### src/rtl/pipeline_pkg.sv
// Shared pipeline definitions: per-stage control words, their bubble encodings,
// per-stage data widths and the occupancy encoding used by pipe_stage_reg.
package pipeline_pkg;

  typedef enum logic [3:0] {
    ALU_ADD = 4'h1,
    ALU_SUB = 4'h2,
    ALU_AND = 4'h3,
    ALU_OR  = 4'h4,
    ALU_XOR = 4'h5,
    ALU_SLT = 4'h6
  } alu_op_e;

  typedef struct packed {
    logic       branch;
    logic       mem_read;
    logic       mem_write;
    logic       reg_write;
    logic       mem_to_reg;
    logic       alu_src;
    alu_op_e    alu_op;
    logic [5:0] rsvd;
  } id_ex_ctrl_t;

  typedef struct packed {
    logic        branch;
    logic        mem_read;
    logic        mem_write;
    logic        reg_write;
    logic        mem_to_reg;
    logic [10:0] rsvd;
  } ex_mem_ctrl_t;

  typedef struct packed {
    logic        reg_write;
    logic        mem_to_reg;
    logic [13:0] rsvd;
  } mem_wb_ctrl_t;

  // A bubble must not write anything; ALU_ADD keeps the ALU on a harmless op.
  localparam id_ex_ctrl_t ID_EX_BUBBLE = '{
    branch: 1'b0, mem_read: 1'b0, mem_write: 1'b0, reg_write: 1'b0,
    mem_to_reg: 1'b0, alu_src: 1'b0, alu_op: ALU_ADD, rsvd: 6'd0};
  localparam ex_mem_ctrl_t EX_MEM_BUBBLE = '0;
  localparam mem_wb_ctrl_t MEM_WB_BUBBLE = '0;

  localparam int IF_ID_DATA_W  = 64;
  localparam int ID_EX_DATA_W  = 96;
  localparam int EX_MEM_DATA_W = 80;
  localparam int MEM_WB_DATA_W = 40;

  typedef enum logic [1:0] {
    EMPTY = 2'd0,
    ONE   = 2'd1,
    FULL  = 2'd2
  } occ_e;

  function automatic occ_e occ_of(input logic main_v, input logic skid_v);
    case ({main_v, skid_v})
      2'b00:   return EMPTY;
      2'b11:   return FULL;
      default: return ONE;
    endcase
  endfunction

endpackage

### src/rtl/pipe_stage_reg_if.sv
// Handshake/payload bundle of one pipeline stage register.
interface pipe_stage_reg_if #(
  parameter int CTRL_W = 16,
  parameter int DATA_W = 96
);
  logic              flush_i;
  logic              in_valid_i;
  logic              in_ready_o;
  logic [CTRL_W-1:0] in_ctrl_i;
  logic [DATA_W-1:0] in_data_i;
  logic              out_valid_o;
  logic              out_ready_i;
  logic [CTRL_W-1:0] out_ctrl_o;
  logic [DATA_W-1:0] out_data_o;
  logic [1:0]        occupancy_o;

  // Stage side.
  modport slave (
    input  flush_i, in_valid_i, in_ctrl_i, in_data_i, out_ready_i,
    output in_ready_o, out_valid_o, out_ctrl_o, out_data_o, occupancy_o
  );

  // Environment side (upstream, downstream and hazard unit).
  modport master (
    output flush_i, in_valid_i, in_ctrl_i, in_data_i, out_ready_i,
    input  in_ready_o, out_valid_o, out_ctrl_o, out_data_o, occupancy_o
  );
endinterface

### src/rtl/pipe_slot.sv
// One stage entry: valid bit, control register with bubble load, data register
// with clear. Clear (flush) beats load; bubble only kills valid and control.
module pipe_slot #(
  parameter int                CTRL_W      = 16,
  parameter int                DATA_W      = 96,
  parameter logic [CTRL_W-1:0] CTRL_BUBBLE = '0
) (
  input  logic              clk,
  input  logic              rst,
  input  logic              clr_i,
  input  logic              load_i,
  input  logic              bubble_i,
  input  logic [CTRL_W-1:0] ctrl_i,
  input  logic [DATA_W-1:0] data_i,
  output logic              valid_o,
  output logic [CTRL_W-1:0] ctrl_o,
  output logic [DATA_W-1:0] data_o
);
  logic              valid_q, valid_d;
  logic [CTRL_W-1:0] ctrl_q, ctrl_d;
  logic [DATA_W-1:0] data_q, data_d;

  always_comb begin
    valid_d = valid_q;
    ctrl_d  = ctrl_q;
    data_d  = data_q;
    if (clr_i) begin
      valid_d = 1'b0;
      ctrl_d  = CTRL_BUBBLE;
      data_d  = '0;
    end else if (load_i) begin
      valid_d = 1'b1;
      ctrl_d  = ctrl_i;
      data_d  = data_i;
    end else if (bubble_i) begin
      valid_d = 1'b0;
      ctrl_d  = CTRL_BUBBLE;
    end
  end

  always_ff @(posedge clk) begin
    if (rst) begin
      valid_q <= 1'b0;
      ctrl_q  <= CTRL_BUBBLE;
      data_q  <= '0;
    end else begin
      valid_q <= valid_d;
      ctrl_q  <= ctrl_d;
      data_q  <= data_d;
    end
  end

  assign valid_o = valid_q;
  assign ctrl_o  = ctrl_q;
  assign data_o  = data_q;
endmodule

### src/rtl/pipe_stage_reg.sv
// Reusable ready/valid pipeline stage register with flush and optional skid entry.
// SKID=0 has a combinational out_ready_i -> in_ready_o path; SKID=1 does not.
module pipe_stage_reg
  import pipeline_pkg::*;
#(
  parameter int                DATA_W      = 96,
  parameter int                CTRL_W      = 16,
  parameter logic [CTRL_W-1:0] CTRL_BUBBLE = '0,
  parameter bit                SKID        = 1'b1
) (
  input logic             clk,
  input logic             rst,
  pipe_stage_reg_if.slave bus
);
  logic              main_valid, skid_valid;
  logic [CTRL_W-1:0] main_ctrl;
  logic [DATA_W-1:0] main_data;
  logic              in_ready, in_fire, out_fire;

  assign in_fire  = bus.in_valid_i & in_ready;
  assign out_fire = main_valid & bus.out_ready_i;

  if (SKID == 1'b0) begin : g_single
    assign in_ready   = !bus.flush_i & (!main_valid | bus.out_ready_i);
    assign skid_valid = 1'b0;

    pipe_slot #(.CTRL_W(CTRL_W), .DATA_W(DATA_W), .CTRL_BUBBLE(CTRL_BUBBLE)) u_main (
      .clk      (clk),
      .rst      (rst),
      .clr_i    (bus.flush_i),
      .load_i   (in_fire),
      .bubble_i (out_fire & !in_fire),
      .ctrl_i   (bus.in_ctrl_i),
      .data_i   (bus.in_data_i),
      .valid_o  (main_valid),
      .ctrl_o   (main_ctrl),
      .data_o   (main_data)
    );
  end else begin : g_skid
    logic [CTRL_W-1:0] skid_ctrl;
    logic [DATA_W-1:0] skid_data;
    logic              adv;

    // Ready depends only on registered state, so backpressure is cut here.
    assign in_ready = !skid_valid & !bus.flush_i;
    // Main slot is free to take a new entry this cycle.
    assign adv      = out_fire | !main_valid;

    pipe_slot #(.CTRL_W(CTRL_W), .DATA_W(DATA_W), .CTRL_BUBBLE(CTRL_BUBBLE)) u_main (
      .clk      (clk),
      .rst      (rst),
      .clr_i    (bus.flush_i),
      .load_i   (adv & (skid_valid | in_fire)),
      .bubble_i (adv & !skid_valid & !in_fire),
      .ctrl_i   (skid_valid ? skid_ctrl : bus.in_ctrl_i),
      .data_i   (skid_valid ? skid_data : bus.in_data_i),
      .valid_o  (main_valid),
      .ctrl_o   (main_ctrl),
      .data_o   (main_data)
    );

    // Skid only catches input while main is stuck; it always drains first.
    pipe_slot #(.CTRL_W(CTRL_W), .DATA_W(DATA_W), .CTRL_BUBBLE(CTRL_BUBBLE)) u_skid (
      .clk      (clk),
      .rst      (rst),
      .clr_i    (bus.flush_i),
      .load_i   (main_valid & !out_fire & in_fire),
      .bubble_i (adv & skid_valid),
      .ctrl_i   (bus.in_ctrl_i),
      .data_i   (bus.in_data_i),
      .valid_o  (skid_valid),
      .ctrl_o   (skid_ctrl),
      .data_o   (skid_data)
    );
  end

  assign bus.in_ready_o  = in_ready;
  assign bus.out_valid_o = main_valid;
  assign bus.out_ctrl_o  = main_ctrl;
  assign bus.out_data_o  = main_data;
  assign bus.occupancy_o = 2'(occ_of(main_valid, skid_valid));
endmodule
### src/flat_wrapper.sv
// flat-port wrapper written by rule: the top's interface ports become plain ports
module pipe_stage_reg_flat import pipeline_pkg::*;
#(
  parameter int                DATA_W      = 96,
  parameter int                CTRL_W      = 16,
  parameter logic [CTRL_W-1:0] CTRL_BUBBLE = '0,
  parameter bit                SKID        = 1'b1
)
  (clk, rst, bus_flush_i, bus_in_valid_i, bus_in_ctrl_i, bus_in_data_i, bus_out_ready_i, bus_in_ready_o, bus_out_valid_o, bus_out_ctrl_o, bus_out_data_o, bus_occupancy_o);
  pipe_stage_reg_if #(.CTRL_W(CTRL_W), .DATA_W(DATA_W)) bus_i ();
  input logic clk;
  input logic rst;
  input wire logic [$bits(bus_i.flush_i)-1:0] bus_flush_i;
  input wire logic [$bits(bus_i.in_valid_i)-1:0] bus_in_valid_i;
  input wire logic [$bits(bus_i.in_ctrl_i)-1:0] bus_in_ctrl_i;
  input wire logic [$bits(bus_i.in_data_i)-1:0] bus_in_data_i;
  input wire logic [$bits(bus_i.out_ready_i)-1:0] bus_out_ready_i;
  output wire logic [$bits(bus_i.in_ready_o)-1:0] bus_in_ready_o;
  output wire logic [$bits(bus_i.out_valid_o)-1:0] bus_out_valid_o;
  output wire logic [$bits(bus_i.out_ctrl_o)-1:0] bus_out_ctrl_o;
  output wire logic [$bits(bus_i.out_data_o)-1:0] bus_out_data_o;
  output wire logic [$bits(bus_i.occupancy_o)-1:0] bus_occupancy_o;
  assign bus_i.flush_i = bus_flush_i;
  assign bus_i.in_valid_i = bus_in_valid_i;
  assign bus_i.in_ctrl_i = bus_in_ctrl_i;
  assign bus_i.in_data_i = bus_in_data_i;
  assign bus_i.out_ready_i = bus_out_ready_i;
  assign bus_in_ready_o = bus_i.in_ready_o;
  assign bus_out_valid_o = bus_i.out_valid_o;
  assign bus_out_ctrl_o = bus_i.out_ctrl_o;
  assign bus_out_data_o = bus_i.out_data_o;
  assign bus_occupancy_o = bus_i.occupancy_o;
  pipe_stage_reg #(.DATA_W(DATA_W), .CTRL_W(CTRL_W), .CTRL_BUBBLE(CTRL_BUBBLE), .SKID(SKID)) u_core (.clk(clk), .rst(rst), .bus(bus_i));
endmodule
### config.mk
export PLATFORM = sky130hd
export DESIGN_NAME = pipe_stage_reg_flat
export DESIGN_NICKNAME = d
export VERILOG_FILES = /design/src/rtl/pipeline_pkg.sv /design/src/rtl/pipe_stage_reg_if.sv /design/src/rtl/pipe_slot.sv /design/src/rtl/pipe_stage_reg.sv /design/src/flat_wrapper.sv
export SDC_FILE = /design/constraint.sdc
export NUM_CORES = 1
export LEC_CHECK = 0
export BUFFER_PORTS_ARGS = -buffer_cell sky130_fd_sc_hd__buf_4
export CAP_MARGIN = 30
export CORE_MARGIN = 2
export CORE_UTILIZATION = 59
export DETAILED_ROUTE_END_ITERATION = 8
export PLACE_DENSITY = 0.95
export SLEW_MARGIN = 20
export SYNTH_ARGS = -nofsm -noshare
export SYNTH_HDL_FRONTEND = slang
export SYNTH_SLANG_ARGS = --single-unit
### constraint.sdc
create_clock -name clk -period 2.3 [get_ports clk]
set_input_delay 0.23 -clock clk [delete_from_list [all_inputs] [get_ports clk]]
set_output_delay 0.23 -clock clk [all_outputs]
set_load 0.02 [all_outputs]
# Word level (Yosys, flattened, before mapping)
# Index checks and enable logic that the tools add are counted.
# classes
eq_ne	1
n_mux	11
bitwise_logic	11
reduce_logical	9
# ops
cell	count
$mux W96	1
$mux W16	5
$and A1 B1 Y1	9
$logic_not A1 Y1	5
$mux W1	4
$pmux W2 S2	1
$reduce_bool A2 Y1	2
$eq A2 B2 Y1 const B	1
$logic_not A2 Y1	1
$or A1 B1 Y1	2
$reduce_or A2 Y1	1
# word_totals
reg_bits	226
in_bits	117
output_inout_bits	116
wordCells	38

# Longest topological paths before layout
# Gate-level depths: netlist of run 1.
# depth
ltp_word	7
ltp_mapped	7
mapped_depth_nobuf	3

# Cells and area by module
# Synthesis of run 1 repeated with hierarchy kept, for this count alone.
# hier_totals
cells_unflattened	903
hier_area_um2	9826.9
# by_module_without_submodules
module	instances	cells_each	area_per_inst_um2	seq_area_each_um2
pipe_slot	2	385	4134.0	2262.2
pipe_stage_reg	1	133	1559.0	0.0

# Worst setup path after synthesis of run 1
# No wires, ideal clock.
# synth_path
kind	flip-flop to flip-flop
startpoint	register u_core.g_skid.u_skid.valid_q (netlist: u_core.g_skid.u_skid.valid_o)
endpoint	register u_core.g_skid.u_skid.data_q[10] (netlist: u_core.g_skid.u_skid.data_o[10])
setup_time_ns	0.072
arrival_time_ns	1.578
t_required_ns	2.228
path_slack_ns	0.650
path_stages_with_launch	8
path_buffers	4
period_less_slack_ns	1.650
path_cell_list	dfxtp_1 > buf_2 > nor2_1 > and3_1 > buf_2 > buf_6 > buf_6 > mux2i_1
# synth_via
elab_chain_cells	4
# synth_rtl
item	line	text
start, declared	pipe_slot.sv:19	logic valid_q, valid_d;
start signal, assigned	pipe_slot.sv:47	valid_q <= valid_d;
$logic_not A1 Y1	pipe_stage_reg.sv:45	assign in_ready = !skid_valid & !bus.flush_i;
$and A1 B1 Y1	pipe_stage_reg.sv:45	
named net bus_in_ready_o	flat_wrapper.sv:18	output wire logic [$bits(bus_i.in_ready_o)-1:0] bus_in_ready_o;
$and A1 B1 Y1	pipe_stage_reg.sv:20	assign in_fire = bus.in_valid_i & in_ready;
$and A1 B1 Y1	pipe_stage_reg.sv:67	.load_i (main_valid & !out_fire & in_fire),
end signal, assigned	pipe_slot.sv:49	data_q <= data_d;
end, declared	pipe_slot.sv:21	logic [DATA_W-1:0] data_q, data_d;
# The timed path passes the listed nets, and every way through them passes these cells.
# A chain may end at the register's enable or synchronous reset.

# Worst setup path in the final report of run 1
# layout_path
startpoint	register u_core.g_skid.u_skid.valid_q (netlist: u_core.g_skid.u_skid.valid_o)
endpoint	register u_core.g_skid.u_skid.ctrl_q[5] (netlist: u_core.g_skid.u_skid.ctrl_o[5])
# layout_via
elab_chain_cells	5
elab_cells_between_ends	7
classes_between	mux: 1; bitwise: 4; reduce/logical: 2
# layout_rtl
item	line	text
$logic_not A1 Y1	pipe_stage_reg.sv:45	
$and A1 B1 Y1	pipe_stage_reg.sv:45	
$and A1 B1 Y1	pipe_stage_reg.sv:20	
$and A1 B1 Y1	pipe_stage_reg.sv:67	
$mux W16 or $reduce_bool A2 Y1 (tied branches)	-	
end signal, assigned	pipe_slot.sv:48	ctrl_q <= ctrl_d;
end, declared	pipe_slot.sv:20	logic [CTRL_W-1:0] ctrl_q, ctrl_d;
# Several ways; a longest one is shown, not always the timed one.

==> results by group, run 1 <==
Run status
  • Status: finished, final reports clean

Routing
  • Wire per inst: 17.0 um
  • DRC viols: 0
  • Routed WL: 26700 um
  • DR iter-0 viols: 449
  • DR vias: 8467
  • Antenna-violating nets left: 0
  • Drt pass-1 iters: 5
  • Post-DR vias/cell: 5.39

Power
  • Pint: 6.43 mW
  • Sequential share of power: 47.4%
  • Comb pwr share: 10.7%
  • Pleak: 5.53 nW
  • Sw frac: 23.8%
  • Clock network power share: 41.9%
  • Peak supply drop: 0.556 mV
  • Sw Pwr: 2.00 mW
  • Pwr/cell area: 631 mW/mm^2

Critical path
  • Worst Setup End Kind: flip-flop
  • Worst setup SP type: flip-flop
  • R2r endpoint: u_core.g_skid.u_skid.ctrl_o[5]
  • Flop2flop setup slack: 0.49 ns
  • CP max FO: 65
  • FF-to-FF Start: u_core.g_skid.u_skid.valid_o
  • WP data required: 2.67 ns
  • WS Path Type: reg2reg
  • Crit-path max cell delay: 0.50 ns
  • Critical Path Slowest Stage Cell: dfxtp_4
  • R2r worst-path depth: 4
  • Beginning of the critical path: u_core.g_skid.u_skid.valid_o
  • Critical Path AT: 2.18 ns
  • Worst setup endpoint: u_core.g_skid.u_skid.ctrl_o[5]
  • Critical Path, Cell by Cell: buf_12 -> inv_1 -> o211ai_1 -> mux2i_1

Synthesis
  • Synth cell types: 24
  • Dominant synthesized flop cell: dfxtp_1
  • Register area share after synthesis: 44.1%
  • Synth area leader: dfxtp_1
  • Commonest cells in the netlist: 400 x nand2_1, 226 x dfxtp_1, 224 x mux2i_1
  • Post-synth EDFFs: 0
  • Gate Count Post-Synth: 1082
  • Yosys top cell area share: 44.1%
  • Ys async rst share: 0%
  • Syn_area_per_cell: 9.48 sq um
  • Synth Cell Area: 0.0103 sq mm
  • Synthesis Warnings: 0
  • Syn_nets: 1200
  • Most frequent cell after synthesis: nand2_1
  • Seq cells post-synth: 226
  • Ranking of synthesized cells by area: dfxtp_1 44%, mux2i_1 22%, nand2_1 15%, mux2_2 11%, buf_6 1.8%

GRT
  • First-pass GRT wire length: 42200 um
  • Vias in the first global route: 8696
  • Largest net degree at the start of global routing: 185
  • Met3 Use GR: 5.59%
  • Initial antenna violation count: 0
  • Total grt overflow: 0
  • Overall Global Routing Usage: 28.0%
  • GRT met2 Usage: 51.2%
  • Busiest grt layer: met2
  • GR Util met1: 31.8%

Cells and area
  • Layout area overhead: 30.4%
  • Layout fillers: 990
  • Area of the multi-input gates: 0.00521 sq mm
  • Reg area: 0.00453 sq mm
  • Diodes inserted: 0
  • Layout cells sized above 1: 28.3%
  • Fin nets: 1450
  • Finished Layout Cells: 1572

Worst hold path
  • Min-Delay Path Class: in2reg

Timing
  • Final hold violation count: 0
  • Final setup viols: 0
  • Relative max-transition margin: 44.1%
  • Minimum hold slack: 0.00759 ns
  • Fin crit share: 78.6%
  • RSZ-0062 raised after global routing: false
  • Skew final: 0.00854 ns
  • Setup TNS: 0 ns
  • Slew @ Worst Pin: 0.838 ns
  • Maximum clock rate: 0.553 GHz
  • Fin crit period: 1.81 ns
  • Max-slew violation count: 0

Run
  • Max Cap Violations: 0

Floorplan
  • # IOs: 233
  • Starting Density: 59.9%
  • Die ar.: 0.0184 sq mm
  • Core area: 0.0171 sq mm
  • Die X: 136 um
  • Site Rows: 48
  • Die Span Y: 136 um

Place
  • GP Congestion: 0.775
  • Placed cells: 1462
  • Port Buf Inserts: 232
  • DP HPWL: 15900 um

Clock network
  • Cts bufs inserted: 23
  • CTS clk-pin slew, worst paths: 0.06 ns
  • Clk_lat worst skew: 0.50 ns
  • TritonCTS Sinks: 226
  • Clk root buf: clkbuf_16
  • H-Tree Depth: 1
  • CTS Buffer Depth: 3
  • CTS tree: done
==> routing by layer <==
| metal | up-vias | wire length (um) |
|---|---|---|
| li1 | 4104 | - |
| met1 | 4021 | 10400 |
| met2 | 257 | 13800 |
| met3 | 85 | 1500 |
| met4 | 0 | 965 |
| met5 | - | 0 |
==> cell type report <==
| class | instances | area share [%] |
|---|---|---|
| Clock buffer | 36 | 5.04 |
| Inverter | 1 | 0.0281 |
| Tap cell | 225 | 2.11 |
| Sequential cell | 226 | 33.9 |
| Clock inverter | 4 | 0.187 |
| Multi-Input combinational cell | 766 | 39.0 |
| Timing Repair Buffer | 314 | 19.8 |
==> worst min-delay path by stage <==
stage / startpoint / to / slack, ns / cells past startpoint
3_5_place_dp: u_core.g_skid.u_skid.data_o[0] / u_core.g_skid.u_skid.data_o[0] / 0.45 / 2
4_1_cts: bus_in_data_i[94] / u_core.g_skid.u_skid.data_o[94] / 0.001 / 3
3_3_place_gp: u_core.g_skid.u_skid.data_o[73] / u_core.g_skid.u_skid.data_o[73] / 0.44 / 2
6_report: bus_in_data_i[14] / u_core.g_skid.u_skid.data_o[14] / 0.008 / 3
2_1_floorplan: bus_in_data_i[0] / u_core.g_skid.u_skid.data_o[0] / 0.37 / 2
5_1_grt: bus_in_ctrl_i[15] / u_core.g_skid.u_skid.ctrl_o[15] / 0.004 / 3
==> registers in the layout (all words and copies together), names as in the netlist <==
register and count:
u_core.g_skid.u_main.ctrl_o 16, u_core.g_skid.u_main.data_o 96, u_core.g_skid.u_main.valid_o 1, u_core.g_skid.u_skid.ctrl_o 16
u_core.g_skid.u_skid.data_o 96, u_core.g_skid.u_skid.valid_o 1
==> cells by family after synthesis <==
kind of cell	share of synthesized area, %
buf+inv	5.30
compound gates	2.77
simple gates	15.3
fa+ha+maj	0.122
flops	44.1
mux	32.4
==> power by group through the flow <==
stage / sequential, mW / clock [mW] / combinational [mW]
4_1_cts: 4.00 / 3.56 / 0.885
5_1_grt: 4.00 / 3.73 / 0.966
3_3_place_gp: 4.08 / 0 / 0.760
3_5_place_dp: 4.09 / 0 / 0.782
2_1_floorplan: 4.14 / 0 / 0.408
6_report: 4.00 / 3.53 / 0.905
==> layout by cell type, fill, tap and decap left out <==
| cell | n |
|---|---|
| buf_4 | 235 |
| o21a_1 | 1 |
| nor2_1 | 2 |
| o211ai_1 | 16 |
| and3_4 | 1 |
| clkinv_2 | 2 |
| dfxtp_4 | 1 |
| o21ai_4 | 1 |
| clkbuf_1 | 8 |
| o2bb2ai_1 | 15 |
| nand2_1 | 400 |
| dlygate4sd3_1 | 70 |
| mux2_2 | 96 |
| clkbuf_16 | 23 |
| or2_4 | 1 |
| nor2_2 | 1 |
| dfxtp_1 | 225 |
| clkinvlp_4 | 2 |
| or3_4 | 1 |
| nor2b_1 | 1 |
| ha_1 | 1 |
| a21oi_1 | 1 |
| and2b_2 | 1 |
| mux2i_1 | 224 |
| nor2_4 | 1 |
| inv_1 | 1 |
| buf_12 | 9 |
| clkbuf_8 | 5 |
| nand2b_1 | 1 |
| o2bb2ai_2 | 1 |
==> critical path: cells and delay by family (launching register included) <==
family | cells | cell delay, ns
buffers and inverters | 2 | 0.71
flip-flops | 1 | 0.50
multiplexers | 1 | 0.13
AO/OA/AOI/OAI | 1 | 0.31
==> per-stage QoR <==
stage	cell area, sq um	worst slack, ns	utilization [%]	total power, mW
after floorplan	10300	0.650	-	4.55
after global placement	12000	0.613	69.9	4.84
after detailed placement	12000	0.564	69.9	4.87
after CTS	13300	0.460	78.0	8.45
after global routing	13400	0.378	78.1	8.70
final	13400	0.492	78.1	8.44
==> what timing repair did <==
item                                   CTS  global route
hold buffers                            68             2
setup buffers                            0             0
gates resized for setup                  0             0
endpoints found under the hold margin   68             2
(Power assumes the default switching activity.)
==> run 2: changes to the inputs <==
--- a/config.mk
+++ b/config.mk
@@ -8,9 +8,9 @@
 export BUFFER_PORTS_ARGS = -buffer_cell sky130_fd_sc_hd__buf_4
 export CAP_MARGIN = 30
 export CORE_MARGIN = 2
-export CORE_UTILIZATION = 59
+export CORE_UTILIZATION = 49
 export DETAILED_ROUTE_END_ITERATION = 8
-export PLACE_DENSITY = 0.95
+export PLACE_DENSITY = 0.88
 export SLEW_MARGIN = 20
 export SYNTH_ARGS = -nofsm -noshare
 export SYNTH_HDL_FRONTEND = slang
==> constraint.sdc (replaced) <==
create_clock -name clk -period 1.5 [get_ports clk]
set_input_delay 0.15 -clock clk [delete_from_list [all_inputs] [get_ports clk]]
set_output_delay 0.15 -clock clk [all_outputs]
set_load 0.02 [all_outputs]
==> run 2 against run 1 <==
Compared with the run above: count of clock-buffer cells in the layout rose by 3; utilization decreased by 5.3 points; combinational power rose by 81%; largest power group unchanged; the flow now finishes with violations (setup timing).
==> results by group, run 2 (synthesis gave the netlist of run 1 again) <==
Power
  • Pwr/cell area: 912 mW/mm^2 (was 631 mW/mm^2)
  • Tot Pwr: 13.5 mW (was 8.44 mW)
  • Pleak: 6.14 nW (was 5.53 nW)
  • Peak supply drop: 0.869 mV (was 0.556 mV)

Cells and area
  • Final core occ: 72.8% (was 78.1%)
  • Commonest non-fill, non-tap cell in the layout: nand2_1 (unchanged)
  • Layout cells sized above 1: 30.7% (was 28.3%)
  • Fin nets: 1544 (was 1450)
  • Layout area overhead: 44.5% (was 30.4%)
  • Most frequent cells in the layout: 400 x nand2_1, 246 x buf_4, 224 x dfxtp_1, 220 x mux2i_1, 115 x dlygate4sd3_1 (was 400 x nand2_1, 235 x buf_4, 225 x dfxtp_1, 224 x mux2i_1, 96 x mux2_2)
  • Finished Cell Area: 0.0148 sq mm (was 0.0134 sq mm)
  • Finished Layout Cells: 1713 (was 1572)

Place
  • Place WS: -0.122 ns (was 0.564 ns)
  • Placed cells: 1529 (was 1462)
  • Port Buf Inserts: 232 (unchanged)
  • DP HPWL: 16400 um (was 15900 um)
  • Placed cell area: 0.0123 sq mm (was 0.0120 sq mm)
  • GP Congestion: 0.796 (was 0.775)

Timing
  • Maximum clock rate: 0.654 GHz
  • Post-route setup slack: -0.0298 ns (was 0.492 ns)
  • Final hold violation count: 0 (unchanged)
  • Relative max-transition margin: 74.9% (was 44.1%)
  • RSZ-0062 raised after global routing: true (was false)
  • Fin crit period: 1.53 ns
  • Final setup viols: 6 (was 0)
  • Fin crit share: 102%
  • Skew final: 0.0111 ns (was 0.00854 ns)
  • Slew @ Worst Pin: 0.366 ns (was 0.838 ns)
  • Minimum hold slack: 0.118 ns (was 0.00759 ns)
  • Max-slew violation count: 0 (unchanged)
  • Setup TNS: -0.0875 ns (was 0 ns)

Floorplan
  • Core area: 0.0204 sq mm (was 0.0171 sq mm)
  • Starting Density: 50.4% (was 59.9%)
  • Site Rows: 52 (was 48)
  • Die X: 149 um (was 136 um)
  • Die Span Y: 149 um (was 136 um)
  • # IOs: 233 (unchanged)
  • Die ar.: 0.0221 sq mm (was 0.0184 sq mm)

Critical path
  • Critical Path AT: 1.94 ns (was 2.18 ns)
  • CP max FO: 12 (was 65)
  • FF-to-FF Start: u_core.g_skid.u_skid.valid_o (unchanged)
  • Worst setup SP type: input port (was flip-flop)
  • WP data required: 1.91 ns (was 2.67 ns)
  • WS Path Type: in2reg (was reg2reg)
  • Worst Setup End Kind: flip-flop (unchanged)
  • R2r worst-path depth: 6 (was 4)
  • R2r endpoint: u_core.g_skid.u_skid.ctrl_o[2] (was u_core.g_skid.u_skid.ctrl_o[5])
  • Flop2flop setup slack: -0.01 ns (was 0.49 ns)

Worst hold path
  • Hold endpoint: u_core.g_skid.u_main.valid_o (was u_core.g_skid.u_skid.data_o[14])
  • Hold path depth: 3 (unchanged)
  • Min-Delay Path Class: in2reg (unchanged)
  • Hold_sp: bus_out_ready_i (was bus_in_data_i[14])

Clock network
  • Cts bufs inserted: 24 (was 23)
  • CTS clk-pin slew, worst paths: 0.06 ns (about the same)
  • TritonCTS Sinks: 226 (unchanged)
  • CTS tree: done (unchanged)
  • Clk root buf: clkbuf_16 (unchanged)
  • H-Tree Depth: 1 (unchanged)
  • CTS Buffer Depth: 3 (unchanged)
  • Clk_lat worst skew: 0.51 ns (was 0.50 ns)

GRT
  • Vias in the first global route: 9586 (was 8696)
  • First-pass GRT wire length: 46400 um (was 42200 um)
  • Overall Global Routing Usage: 25.7% (was 28.0%)
  • Initial antenna violation count: 2 (was 0)
  • Largest net degree at the start of global routing: 64 (was 185)
  • Total grt overflow: 0 (unchanged)

Routing
  • Wire per inst: 18.5 um (was 17.0 um)
  • Post-DR vias/cell: 5.35 (was 5.39)
  • Drt pass-1 iters: 5 (unchanged)
  • DRC viols: 0 (unchanged)
  • DR vias: 9159 (was 8467)
  • Antenna-violating nets left: 0 (unchanged)
  • DR iter-0 viols: 413 (was 449)
  • Routed WL: 31700 um (was 26700 um)

Run status
  • Failing checks: setup timing
  • Status: finished with violations (was finished, final reports clean)

Run
  • Max Cap Violations: 0 (unchanged)
## run 2: cell types whose count changed in the layout (fill, tap and decap cells not counted), moves of 3 or more
| cell | before | now |
|---|---|---|
| dlygate4sd3_1 | 70 | 115 |
| buf_12 | 9 | 22 |
| mux2i_2 | 0 | 3 |
| buf_8 | 0 | 4 |
| o2bb2ai_2 | 1 | 4 |
| buf_4 | 235 | 246 |
| buf_6 | 0 | 6 |
| buf_16 | 0 | 4 |
| o2bb2ai_1 | 15 | 12 |
| clkbuf_16 | 23 | 34 |
| mux2i_1 | 224 | 220 |
## run 2: layout make-up
type | instances | area (sq um)
fillers | 1281 | 5550
well taps | 270 | 338
clock inverters | 2 | 10.0
clock buffers | 39 | 738
repair buffers | 406 | 3900
diodes | 2 | 5.00
inverters | 1 | 7.51
multi-input cells | 767 | 5290
flip-flops and latches | 226 | 4530
## run 2: routing by layer
layer  global-route usage (%)  wire (um)  vias to the layer above
met5                        0          0                        -
met4                     13.0       1500                        0
met3                     4.33       1840                      116
met2                     48.0      16500                      389
met1                     27.9      11800                     4355
li1                         -          -                     4299
## run 2: how the worst max path moves through the flow
| stage | start | endpoint | slack [ns] | depth (start not counted) |
|---|---|---|---|---|
| 3_5_place_dp | u_core.g_skid.u_skid.valid_o | u_core.g_skid.u_skid.ctrl_o[8] | -0.12 | 4 |
| 5_1_grt | u_core.g_skid.u_skid.valid_o | bus_occupancy_o[0] | -0.06 | 3 |
| 3_3_place_gp | u_core.g_skid.u_skid.valid_o | u_core.g_skid.u_skid.ctrl_o[2] | -0.02 | 4 |
| 2_1_floorplan | u_core.g_skid.u_main.valid_o | u_core.g_skid.u_skid.data_o[10] | 0.01 | 7 |
| 4_1_cts | u_core.g_skid.u_skid.valid_o | bus_occupancy_o[0] | -0.04 | 3 |
| 6_report | bus_in_valid_i | u_core.g_skid.u_main.data_o[73] | -0.03 | 7 |
## run 2: power by group
part / total, mW / internal [mW] / switching (mW) / leakage, nW
combinational: 1.64 / 0.880 / 0.764 / 3.94
clock: 5.73 / 3.34 / 2.39 / 0.368
sequential: 6.14 / 6.08 / 0.0577 / 1.83
## run 2: repair_timing
action | 4_1_cts | 5_1_grt
buffers inserted | 5 | 10
pin swaps | 3 | 7
hold buffers | 115 | 0
gates resized for setup | 9 | 23
endpoints found under the setup margin | 18 | 99
gates cloned | 0 | 11
hold endpoints to repair | 129 | 0
## run 2: worst max-delay path, cell delays in order
cell and delay (ns):
dlygate4sd3_1 0.54, buf_4 0.15, and2b_2 0.22, o21ai_4 0.24, buf_12 0.18, buf_12 0.17
mux2i_2 0.27
==> run 3: changes to the inputs <==
--- a/config.mk
+++ b/config.mk
@@ -8,9 +8,9 @@
 export BUFFER_PORTS_ARGS = -buffer_cell sky130_fd_sc_hd__buf_4
 export CAP_MARGIN = 30
 export CORE_MARGIN = 2
-export CORE_UTILIZATION = 49
+export CORE_UTILIZATION = 40
 export DETAILED_ROUTE_END_ITERATION = 8
-export PLACE_DENSITY = 0.88
+export PLACE_DENSITY = 0.76
 export SLEW_MARGIN = 20
 export SYNTH_ARGS = -nofsm -noshare
 export SYNTH_HDL_FRONTEND = slang
==> run 3 against run 2 <==
Compared with the run above: the run still ends with setup timing left; sequential power barely moved; clock power grew 7.3%; die area is 22% higher; cell count rose by 4.7%; routed wire length down 10%; critical path depth decreased by 1.
==> results by group, run 3 (synthesis gave the netlist of run 1 again) <==
Run status
  • Status: finished with violations (unchanged)
  • Failing checks: setup timing (unchanged)

Critical path
  • Worst Setup End Kind: flip-flop (unchanged)
  • Crit-path leading delay family: buffers and inverters (unchanged)
  • WS Path Type: reg2reg (was in2reg)
  • Worst Path Buf+Inv: 3 (was 4)
  • Critical Path Slowest Stage Cell: dfxtp_4 (was dlygate4sd3_1)
  • CP max FO: 7 (was 12)
  • Most frequent CP cell: buf_8 (was buf_12)
  • Critical Path, Cell by Cell: buf_8 -> nor2_4 -> and3_4 -> buf_12 -> buf_8 -> mux2i_2 (was dlygate4sd3_1 -> buf_4 -> and2b_2 -> o21ai_4 -> buf_12 -> buf_12 -> mux2i_2)
  • Critical Path AT: 1.98 ns (was 1.94 ns)
  • WP data required: 1.92 ns (was 1.91 ns)
  • Crit-path max cell delay: 0.36 ns (was 0.54 ns)
  • Worst setup SP type: flip-flop (was input port)
  • Flop2flop setup slack: -0.06 ns (was -0.01 ns)

Power
  • Pwr/cell area: 930 mW/mm^2 (was 912 mW/mm^2)
  • Pleak: 6.25 nW (was 6.14 nW)
  • Tot Pwr: 13.9 mW (was 13.5 mW)
  • Peak supply drop: 0.814 mV (was 0.869 mV)
  • Clock network power share: 44.3% (was 42.4%)
  • Comb pwr share: 11.6% (was 12.2%)
  • Pint: 10.7 mW (was 10.3 mW)
  • Sequential share of power: 44.1% (was 45.4%)
  • Sw frac: 23.4% (was 23.8%)
  • Sw Pwr: 3.25 mW (was 3.22 mW)

Floorplan
  • Die ar.: 0.0269 sq mm (was 0.0221 sq mm)
  • Die Span Y: 164 um (was 149 um)
  • # IOs: 233 (unchanged)
  • Starting Density: 40.7% (was 50.4%)
  • Site Rows: 58 (was 52)
  • Die X: 164 um (was 149 um)
  • Core area: 0.0252 sq mm (was 0.0204 sq mm)

GRT
  • Total grt overflow: 0 (unchanged)
  • Largest net degree at the start of global routing: 66 (was 64)
  • Overall Global Routing Usage: 19.6% (was 25.7%)
  • GR Util met1: 23.6% (was 27.9%)
  • Busiest grt layer: met2 (unchanged)
  • Initial antenna violation count: 0 (was 2)
  • First-pass GRT wire length: 43400 um (was 46400 um)
  • GRT met2 Usage: 34.7% (was 48.0%)
  • Met3 Use GR: 3.51% (was 4.33%)
  • Vias in the first global route: 8785 (was 9586)

Timing
  • Maximum clock rate: 0.640 GHz (was 0.654 GHz)
  • Fin crit share: 104% (was 102%)
  • RSZ-0062 raised after global routing: true (unchanged)
  • Skew final: 0.00785 ns (was 0.0111 ns)
  • Post-route setup slack: -0.0617 ns (was -0.0298 ns)
  • Final hold violation count: 0 (unchanged)
  • Setup TNS: -0.414 ns (was -0.0875 ns)
  • Slew @ Worst Pin: 0.551 ns (was 0.366 ns)
  • Relative max-transition margin: 63.2% (was 74.9%)
  • Final setup viols: 26 (was 6)
  • Max-slew violation count: 0 (unchanged)
  • Fin crit period: 1.56 ns (was 1.53 ns)

Clock network
  • CTS clk-pin slew, worst paths: 0.06 ns (about the same)
  • CTS Buffer Depth: 3 (unchanged)
  • H-Tree Depth: 1 (unchanged)
  • CTS tree: done (unchanged)
  • TritonCTS Sinks: 226 (unchanged)
  • Clk_lat worst skew: 0.51 ns (about the same)
  • Clk root buf: clkbuf_16 (unchanged)
  • Cts bufs inserted: 25 (was 24)

Place
  • GP Congestion: 0.778 (was 0.796)
  • Port Buf Inserts: 232 (unchanged)
  • DP HPWL: 17000 um (was 16400 um)

Cells and area
  • Diodes inserted: 0 (was 2)
  • Most frequent cells in the layout: 400 x nand2_1, 274 x buf_4, 224 x dfxtp_1, 219 x mux2i_1, 115 x dlygate4sd3_1 (was 400 x nand2_1, 246 x buf_4, 224 x dfxtp_1, 220 x mux2i_1, 115 x dlygate4sd3_1)
  • Layout cells sized above 1: 31.8% (was 30.7%)
  • Layout area overhead: 45.8% (was 44.5%)
  • Commonest non-fill, non-tap cell in the layout: nand2_1 (unchanged)
  • Fin nets: 1565 (was 1544)

Routing
  • Wire per inst: 15.8 um (was 18.5 um)
  • Post-DR vias/cell: 4.91 (was 5.35)
  • DRC viols: 0 (unchanged)
  • DR vias: 8806 (was 9159)
  • Drt pass-1 iters: 5 (unchanged)
  • Routed WL: 28400 um (was 31700 um)
  • DR iter-0 viols: 539 (was 413)
  • Antenna-violating nets left: 0 (unchanged)

Worst hold path
  • Min-Delay Path Class: in2reg (unchanged)

Run
  • Max Cap Violations: 0 (unchanged)
==> run 3: cell count changes in the layout (fill, tap and decap cells not counted), moves of 3 or more <==
cell | previous run | this run
buf_12 | 22 | 19
o2bb2ai_1 | 12 | 15
clkbuf_1 | 8 | 4
o2bb2ai_2 | 4 | 1
buf_4 | 246 | 274
clkinv_2 | 2 | 6
clkbuf_16 | 34 | 29
==> run 3: worst min-delay path, stage by stage <==
cell    delay [ns]
buf_4         0.13
or2_4         0.14
nor2_2        0.04
o21a_1        0.10
==> run 3: area by class of cell <==
type                       instances  area [sq um]
sequential                       226          4530
clock buffer                      35           723
multi-input combinational        766          5260
tap                              330           413
inverter                           1          3.75
timing repair buffer             427          3930
fill                            1957         10200
clock inverter                     9          98.8
==> run 3: layer usage <==
metal,up-vias,routed length (um)
met5,-,0
met4,0,937
met3,67,1420
met2,244,14100
met1,4150,11900
li1,4345,-
==> run 3: final timing paths <==
kind / startpoint / end / depth (start not counted)
setup / recovery: u_core.g_skid.u_skid.valid_o / u_core.g_skid.u_skid.ctrl_o[4] / 6
hold / removal: bus_flush_i / u_core.g_skid.u_skid.valid_o / 4
setup reg to reg: u_core.g_skid.u_skid.valid_o / u_core.g_skid.u_skid.ctrl_o[4] / 6
hold reg to reg: u_core.g_skid.u_skid.data_o[7] / u_core.g_skid.u_skid.data_o[7] / 2
==> run 3: per-stage QoR <==
step	area, sq um	util, %	instances	worst slack, ns	hold slack [ns]
floorplan	10300	-	1082	0.0109	0.292
global placement	12500	49.8	1606	0.0883	0.413
detailed placement	12500	49.8	1606	0.0481	0.421
CTS	14600	58.0	1767	-0.0575	0.0349
global route	15000	59.4	1794	-0.103	0.0823
finish	15000	59.4	1794	-0.0617	0.0997
==> run 3: repair_timing <==
action,in CTS,in global routing
cloned,1,4
endpoints found under the setup margin,2,131
endpoints found under the hold margin,129,0
pin swaps,1,3
gates resized for setup,9,21
buffers inserted,1,23
hold buffers,115,0
==> run 3: power by group through the flow <==
stage               combinational, mW  clock [mW]  sequential, mW
floorplan                       0.626           0            6.35
CTS                              1.55        6.24            6.13
global route                     1.73        6.50            6.14
detailed placement               1.29           0            6.26
global placement                 1.27           0            6.26
finish                           1.61        6.15            6.13
